==> src/rtl/mbe_pp_gen.sv <==
// Radix-4 Booth partial-product rows + sign-correction bits for the Dadda tree; MBE_PP_GEN_SKID_EN adds a skid entry.
// Latency: 1 cycle from accept to out_valid; 1 transfer/cycle under continuous out_ready.
// Backpressure: outputs hold while out_valid && !out_ready; in_ready is combinational (base) or registered (skid).
module mbe_pp_gen #(
    parameter  int WIDTH = 11,
    localparam int ROWS  = (WIDTH + 2) / 2,
    localparam int ROW_W = WIDTH + 4
) (
    input  logic                  clk,
    input  logic                  rst_n,
    input  logic                  in_valid,
    output logic                  in_ready,
    input  logic [WIDTH-1:0]      a_i,
    input  logic [WIDTH-1:0]      b_i,
    output logic                  out_valid,
    input  logic                  out_ready,
    output logic [ROWS*ROW_W-1:0] pp_o,
    output logic [ROWS-2:0]       signs_o
);

    logic [WIDTH+1:0]       b_ext;
    logic [ROWS-1:0]        neg;
    logic [WIDTH:0]         mag [ROWS];
    logic [ROWS*ROW_W-1:0]  pp_d;
    logic [ROWS-2:0]        signs_d;

    // Booth recoding of overlapping triplets; negative digits use one's complement,
    // the missing +1 travels on signs_o.
    always_comb begin
        b_ext = {1'b0, b_i, 1'b0};
        neg   = '0;
        pp_d  = '0;
        for (int r = 0; r < ROWS; r++) begin
            mag[r] = '0;
            case (b_ext[2*r +: 3])
                3'b001, 3'b010: mag[r] = {1'b0, a_i};
                3'b011:         mag[r] = {a_i, 1'b0};
                3'b100: begin
                    mag[r] = {a_i, 1'b0};
                    neg[r] = 1'b1;
                end
                3'b101, 3'b110: begin
                    mag[r] = {1'b0, a_i};
                    neg[r] = 1'b1;
                end
                default:        mag[r] = '0;
            endcase
            if (neg[r]) begin
                mag[r] = ~mag[r];
            end
            if (r == 0) begin
                pp_d[r*ROW_W +: ROW_W] = {~neg[r], neg[r], neg[r], mag[r]};
            end else begin
                pp_d[r*ROW_W +: ROW_W] = {1'b0, 1'b1, ~neg[r], mag[r]};
            end
        end
    end

    assign signs_d = neg[ROWS-2:0];

    logic [ROWS*ROW_W-1:0] pp_q;
    logic [ROWS-2:0]       signs_q;

    assign pp_o    = pp_q;
    assign signs_o = signs_q;

`ifdef MBE_PP_GEN_SKID_EN
    typedef enum logic [1:0] {EMPTY, ONE, TWO} state_t;

    state_t                state, state_nxt;
    logic                  load_main, load_skid, skid_to_main;
    logic                  in_ready_q;
    logic [ROWS*ROW_W-1:0] skid_pp;
    logic [ROWS-2:0]       skid_signs;

    always_ff @(posedge clk or negedge rst_n) begin
        if (!rst_n) begin
            state      <= EMPTY;
            in_ready_q <= 1'b1;
        end else begin
            state      <= state_nxt;
            in_ready_q <= (state_nxt != TWO);
        end
    end

    always_comb begin
        state_nxt    = state;
        load_main    = 1'b0;
        load_skid    = 1'b0;
        skid_to_main = 1'b0;
        case (state)
            EMPTY: begin
                if (in_valid) begin
                    load_main = 1'b1;
                    state_nxt = ONE;
                end
            end
            ONE: begin
                if (out_ready) begin
                    if (in_valid) begin
                        load_main = 1'b1;
                    end else begin
                        state_nxt = EMPTY;
                    end
                end else if (in_valid) begin
                    load_skid = 1'b1;
                    state_nxt = TWO;
                end
            end
            TWO: begin
                if (out_ready) begin
                    skid_to_main = 1'b1;
                    state_nxt    = ONE;
                end
            end
            default: state_nxt = EMPTY;
        endcase
    end

    always_ff @(posedge clk or negedge rst_n) begin
        if (!rst_n) begin
            pp_q       <= '0;
            signs_q    <= '0;
            skid_pp    <= '0;
            skid_signs <= '0;
        end else begin
            if (load_main) begin
                pp_q    <= pp_d;
                signs_q <= signs_d;
            end else if (skid_to_main) begin
                pp_q    <= skid_pp;
                signs_q <= skid_signs;
            end
            if (load_skid) begin
                skid_pp    <= pp_d;
                skid_signs <= signs_d;
            end
        end
    end

    assign in_ready  = in_ready_q;
    assign out_valid = (state != EMPTY);
`else
    typedef enum logic {EMPTY, FULL} state_t;

    state_t state, state_nxt;
    logic   load_main;

    always_ff @(posedge clk or negedge rst_n) begin
        if (!rst_n) begin
            state <= EMPTY;
        end else begin
            state <= state_nxt;
        end
    end

    always_comb begin
        state_nxt = state;
        load_main = 1'b0;
        in_ready  = (state == EMPTY) || out_ready;
        case (state)
            EMPTY: begin
                if (in_valid) begin
                    load_main = 1'b1;
                    state_nxt = FULL;
                end
            end
            FULL: begin
                if (out_ready) begin
                    if (in_valid) begin
                        load_main = 1'b1;
                    end else begin
                        state_nxt = EMPTY;
                    end
                end
            end
            default: state_nxt = EMPTY;
        endcase
    end

    always_ff @(posedge clk or negedge rst_n) begin
        if (!rst_n) begin
            pp_q    <= '0;
            signs_q <= '0;
        end else if (load_main) begin
            pp_q    <= pp_d;
            signs_q <= signs_d;
        end
    end

    assign out_valid = (state == FULL);
`endif

endmodule

==> config.mk <==
export PLATFORM = sky130hd
export DESIGN_NAME = mbe_pp_gen
export DESIGN_NICKNAME = d
export VERILOG_FILES = /design/src/rtl/mbe_pp_gen.sv
export SDC_FILE = /design/constraint.sdc
export NUM_CORES = 1
export LEC_CHECK = 0
export ABC_AREA = 1
export CAP_MARGIN = 20
export CORE_MARGIN = 1
export CORE_UTILIZATION = 46
export DETAILED_ROUTE_END_ITERATION = 16
export PLACE_DENSITY = 0.85
export SLEW_MARGIN = 20
export SYNTH_ARGS = -nofsm -noshare
export SYNTH_HDL_FRONTEND = slang
export SYNTH_SLANG_ARGS = --single-unit
==> constraint.sdc <==
create_clock -name clk -period 1.25 [get_ports clk]
set_clock_uncertainty 0.2 [all_clocks]
set_input_delay 0.25 -clock clk [delete_from_list [all_inputs] [get_ports clk]]
set_output_delay 0.25 -clock clk [all_outputs]
set_load 0.05 [all_outputs]
==> metrics.cfg, run 1 <==
[placed_design]
dp_hpwl_mm=11.6
place_inst=1002
place_ws_ns=-0.865
gp_congestion=0.882
portBuffers=117

[cts]
root_buffer=clkbuf_8
clock-sinks=84
htree_levels=3
cts_buffers=9
cts_buffer_depth=2

[floorplanning]
ioPinCount=123
die_x_um=107
die_h_um=107
rows=38
initial_utilization_pct=47.1

[synthesis]
syn_avg_cell_area_um2=7.07
syn_area_um2=5090
synth_edf_count=0
ys_warn_count=0
ys_ff_latch=84
ys_seq_area_share_pct=41.3
synth.distinct_cells=28
syn_inst=719
ys.flop_type=dfrtp_1
synthArstFlopShare_pct=100

[global_route]
grt_max_degree=30
grt_overflow=2
grt_usage_pct=69.2

[status]
run_status=aborted with a tool error
error=[ERROR GRT-0232] Routing congestion too high. Check the congestion heatmap in the GUI.
stop_stage=5_1_grt

[timing]
worstEndpointGrtRepair=pp_o[5]$_DFFE_PN0P_/D
worstEndpointType=register input

[per-layer routing]
layer  track usage [%]  overflow
met1              67.0         0
met2              90.0         1
met3              50.6         0
met4              70.9         1
met5              17.6         0
[per-stage QoR]
step	util [%]	area (µm²)
after global placement	73.5	7940
after CTS	89.9	9700
after detailed placement	73.5	7940
after floorplan	-	5300
[synthesized netlist by cell type (7+ instances only)]
cell type / instances / area share, %
or2_1: 8 / 0.98
dfrtp_1: 84 / 41
o22ai_1: 20 / 2.5
nor2_1: 20 / 1.5
nand3_1: 115 / 11
nand2_1: 292 / 22
inv_1: 53 / 3.9
buf_2: 28 / 2.8
ha_1: 18 / 4.4
a21oi_1: 11 / 1.1
o21ai_0: 7 / 0.69
clkbuf_1: 8 / 0.59
o21ai_1: 10 / 0.98
buf_4: 18 / 2.7
[cell families after synthesis]
family                   count (synthesis)  share of synthesized area [%]
AO/OA/AOI/OAI                           54                           6.10
buffers and inverters                  115                           10.9
flip-flops                              84                           41.3
XOR/XNOR                                 1                          0.172
AND/OR/NAND/NOR                        446                           36.9
adder cells (fa/ha/maj)                 18                           4.43
other                                    1                         0.0737
[repair_timing]
action,in CTS
gates cloned,17
hold buffers,1
gates resized for setup,220
endpoints found under the hold margin,84
buffers inserted,64
endpoints found under the setup margin,175
pin swaps,45
==> run 2, diff against run 1 <==
--- a/config.mk
+++ b/config.mk
@@ -8,9 +8,9 @@
 export ABC_AREA = 1
 export CAP_MARGIN = 20
 export CORE_MARGIN = 1
-export CORE_UTILIZATION = 46
+export CORE_UTILIZATION = 35
 export DETAILED_ROUTE_END_ITERATION = 16
-export PLACE_DENSITY = 0.85
+export PLACE_DENSITY_LB_ADDON = 0.15
 export SLEW_MARGIN = 20
 export SYNTH_ARGS = -nofsm -noshare
 export SYNTH_HDL_FRONTEND = slang
==> constraint.sdc (replaced) <==
create_clock -name clk -period 1.62 [get_ports clk]
set_clock_uncertainty 0.2 [all_clocks]
set_input_delay 0.324 -clock clk [delete_from_list [all_inputs] [get_ports clk]]
set_output_delay 0.324 -clock clk [all_outputs]
set_load 0.05 [all_outputs]
==> metrics.cfg, run 2 <==
[power]
power_density_nw_per_um2=1110
p_leak_nw=4.16
total_power_mw=9.03
peakVddDrop_v=0.000541

[floorplanning]
die_area_um2=15000
core_area_um2=14000
initial_utilization_pct=36.2
die_h_um=123
rows=43
ioPinCount=123
die_x_um=123

[synthesis]
syn_inst=719
syn_avg_cell_area_um2=7.07
ys_ff_latch=84
synth_common_cells=292 x nand2_1, 115 x nand3_1, 84 x dfrtp_1
ys.flop_type=dfrtp_1
synth_edf_count=0
syn_area_um2=5090
ys_seq_area_share_pct=41.3
yosysTopAreaCellShare_pct=41.3
ys_warn_count=0
synth_top_cell_by_area=dfrtp_1
synth.distinct_cells=28
yosysMostFrequentCell=nand2_1
synthArstFlopShare_pct=100
synthTopCellsByArea=dfrtp_1 41%, nand2_1 22%, nand3_1 11%

[cts]
cts_tree=yes
cts_buffer_depth=2
cts_buffers=9
htree_levels=3
clock-sinks=84
root_buffer=clkbuf_16
clkLatencyLatePin_ns=0.34
clk_pin_slew_ns=0.06

[route]
drt-initial-drc-count=321
finalWirelength_mm=15.1
ant_nets=0
routed_via_density=4.89
route.detailed.drc=0
detail_route.first_pass.iterations=5
wl_per_cell_um=14.4
vias=5134

[critical_path]
r2r_start=out_valid$_DFF_PN0_
cp-start-kind=flip-flop
critPathLaunch=pp_o[73]$_DFFE_PN0P_
path_cells=buf_12
cpPeakStageDelay_ns=0.54
cpLargestDelayFamily=flip-flops
path_depth=1
worst-setup-path-type=reg -> out
critPathBufInv=1
ff2ff_path_depth=7
required_ns=1.10
arrival_ns=1.07
cp-end-kind=output port
cp_max_fo=7
critPathSlowestCell=dfrtp_2

[cells_and_area]
multiInputGateArea_um2=2510
final_common_cell=nand2_1
final_cell_mix=283 x nand2_1, 115 x nand3_1, 103 x buf_12, 82 x dfrtp_1, 56 x buf_4
fin_cells=1050
antenna_cells=0
num-fill-cells=1281
largest_reg_flops=78
area_growth_pct=59.9
final_area_um2=8130
drive_above_1_share_pct=24.7
regArea_um2=2100
final_nets=911

[job]
maxCapViolCount=0

[worst_hold_path]
hp-start=b_i[5]
hold_depth=4
hold_path_class=in -> reg

[timing]
rsz0062_at_grt=yes
setup_viol_count_final=0
hold_violations=0
setup_tns_ns=0
post-route-period-util_pct=98.4
slew_viol_final=0
fmax_mhz=627
period_minus_slack_ns=1.59

[global_route]
grt_usage_pct=21.4
grt_max_degree=85
grt_overflow=0
grt_pass1_wl_mm=24.7
grt_pass1_vias=4921
grt_antenna_before_repair=0

[placed_design]
place_inst=1034
portBuffers=117
gp_congestion=0.834
dpl_cell_area_um2=7760
dp_hpwl_mm=11.2

[status]
run_status=completed

[run 2: cells by family (layout without fill, tap and decap cells)]
logic type	after synthesis	after routing	share of synthesized area (%)
AOI/OAI and AO/OA	54	54	6.10
xor gates and xnor gates	1	1	0.172
adders and majority gates	18	18	4.43
buffers and inverters	115	262	10.9
DFF	84	84	41.3
other	1	5	0.0737
and+or+nand+nor	446	446	36.9
[run 2: path summary, 6_finish.rpt]
path                                             end  slack, ns
worst min-delay path            pp_o[30]$_DFFE_PN0P_       0.16
worst min register to register  pp_o[34]$_DFFE_PN0P_       0.34
max in group asynchronous       pp_o[73]$_DFFE_PN0P_       0.48
worst max-delay path                        pp_o[43]       0.03
worst max register to register  pp_o[64]$_DFFE_PN0P_       0.09
min in group asynchronous       pp_o[83]$_DFFE_PN0P_       0.38
[run 2: power breakdown]
group,internal [mW],switching (mW)
Sequential,2.44,0.403
Clock,1.26,0.790
Combinational,1.91,2.23
[run 2: layer usage]
layer	GRT usage [%]	share of wire [%]	up-vias
met5	0	0	-
met4	9.76	2.2	0
met3	4.00	5.8	22
met2	34.2	47	150
met1	28.2	45	2396
li1	-	-	2566
[run 2: area by class of cell]
type	count	share of cell area (%)
repair buffers	189	34.1
multi-input cells	524	30.9
flip-flops and latches	84	25.9
clock buffers	12	3.15
well taps	180	2.77
inverters	58	2.72
clock inverters	2	0.431
repair inverters	1	0.0923
[run 2: through the flow]
step | setup slack, ns | util, % | hold WS (ns)
4_1_cts | 0.000560 | 57.7 | 0.202
3_3_place_gp | -0.561 | 55.2 | 0.196
5_1_grt | -0.00380 | 57.9 | 0.189
2_1_floorplan | 0.00952 | - | -0.172
6_report | 0.0262 | 57.9 | 0.162
3_5_place_dp | -0.614 | 55.2 | 0.202
[run 2: what timing repair did]
item,in CTS,in global routing
pin swaps,0,7
setup buffers,1,0
gates cloned,1,0
endpoints found under the setup margin,72,64
gates resized for setup,25,26
hold buffers,1,0
endpoints found under the hold margin,84,0
No activity file was read; power rests on OpenSTA's default activity.
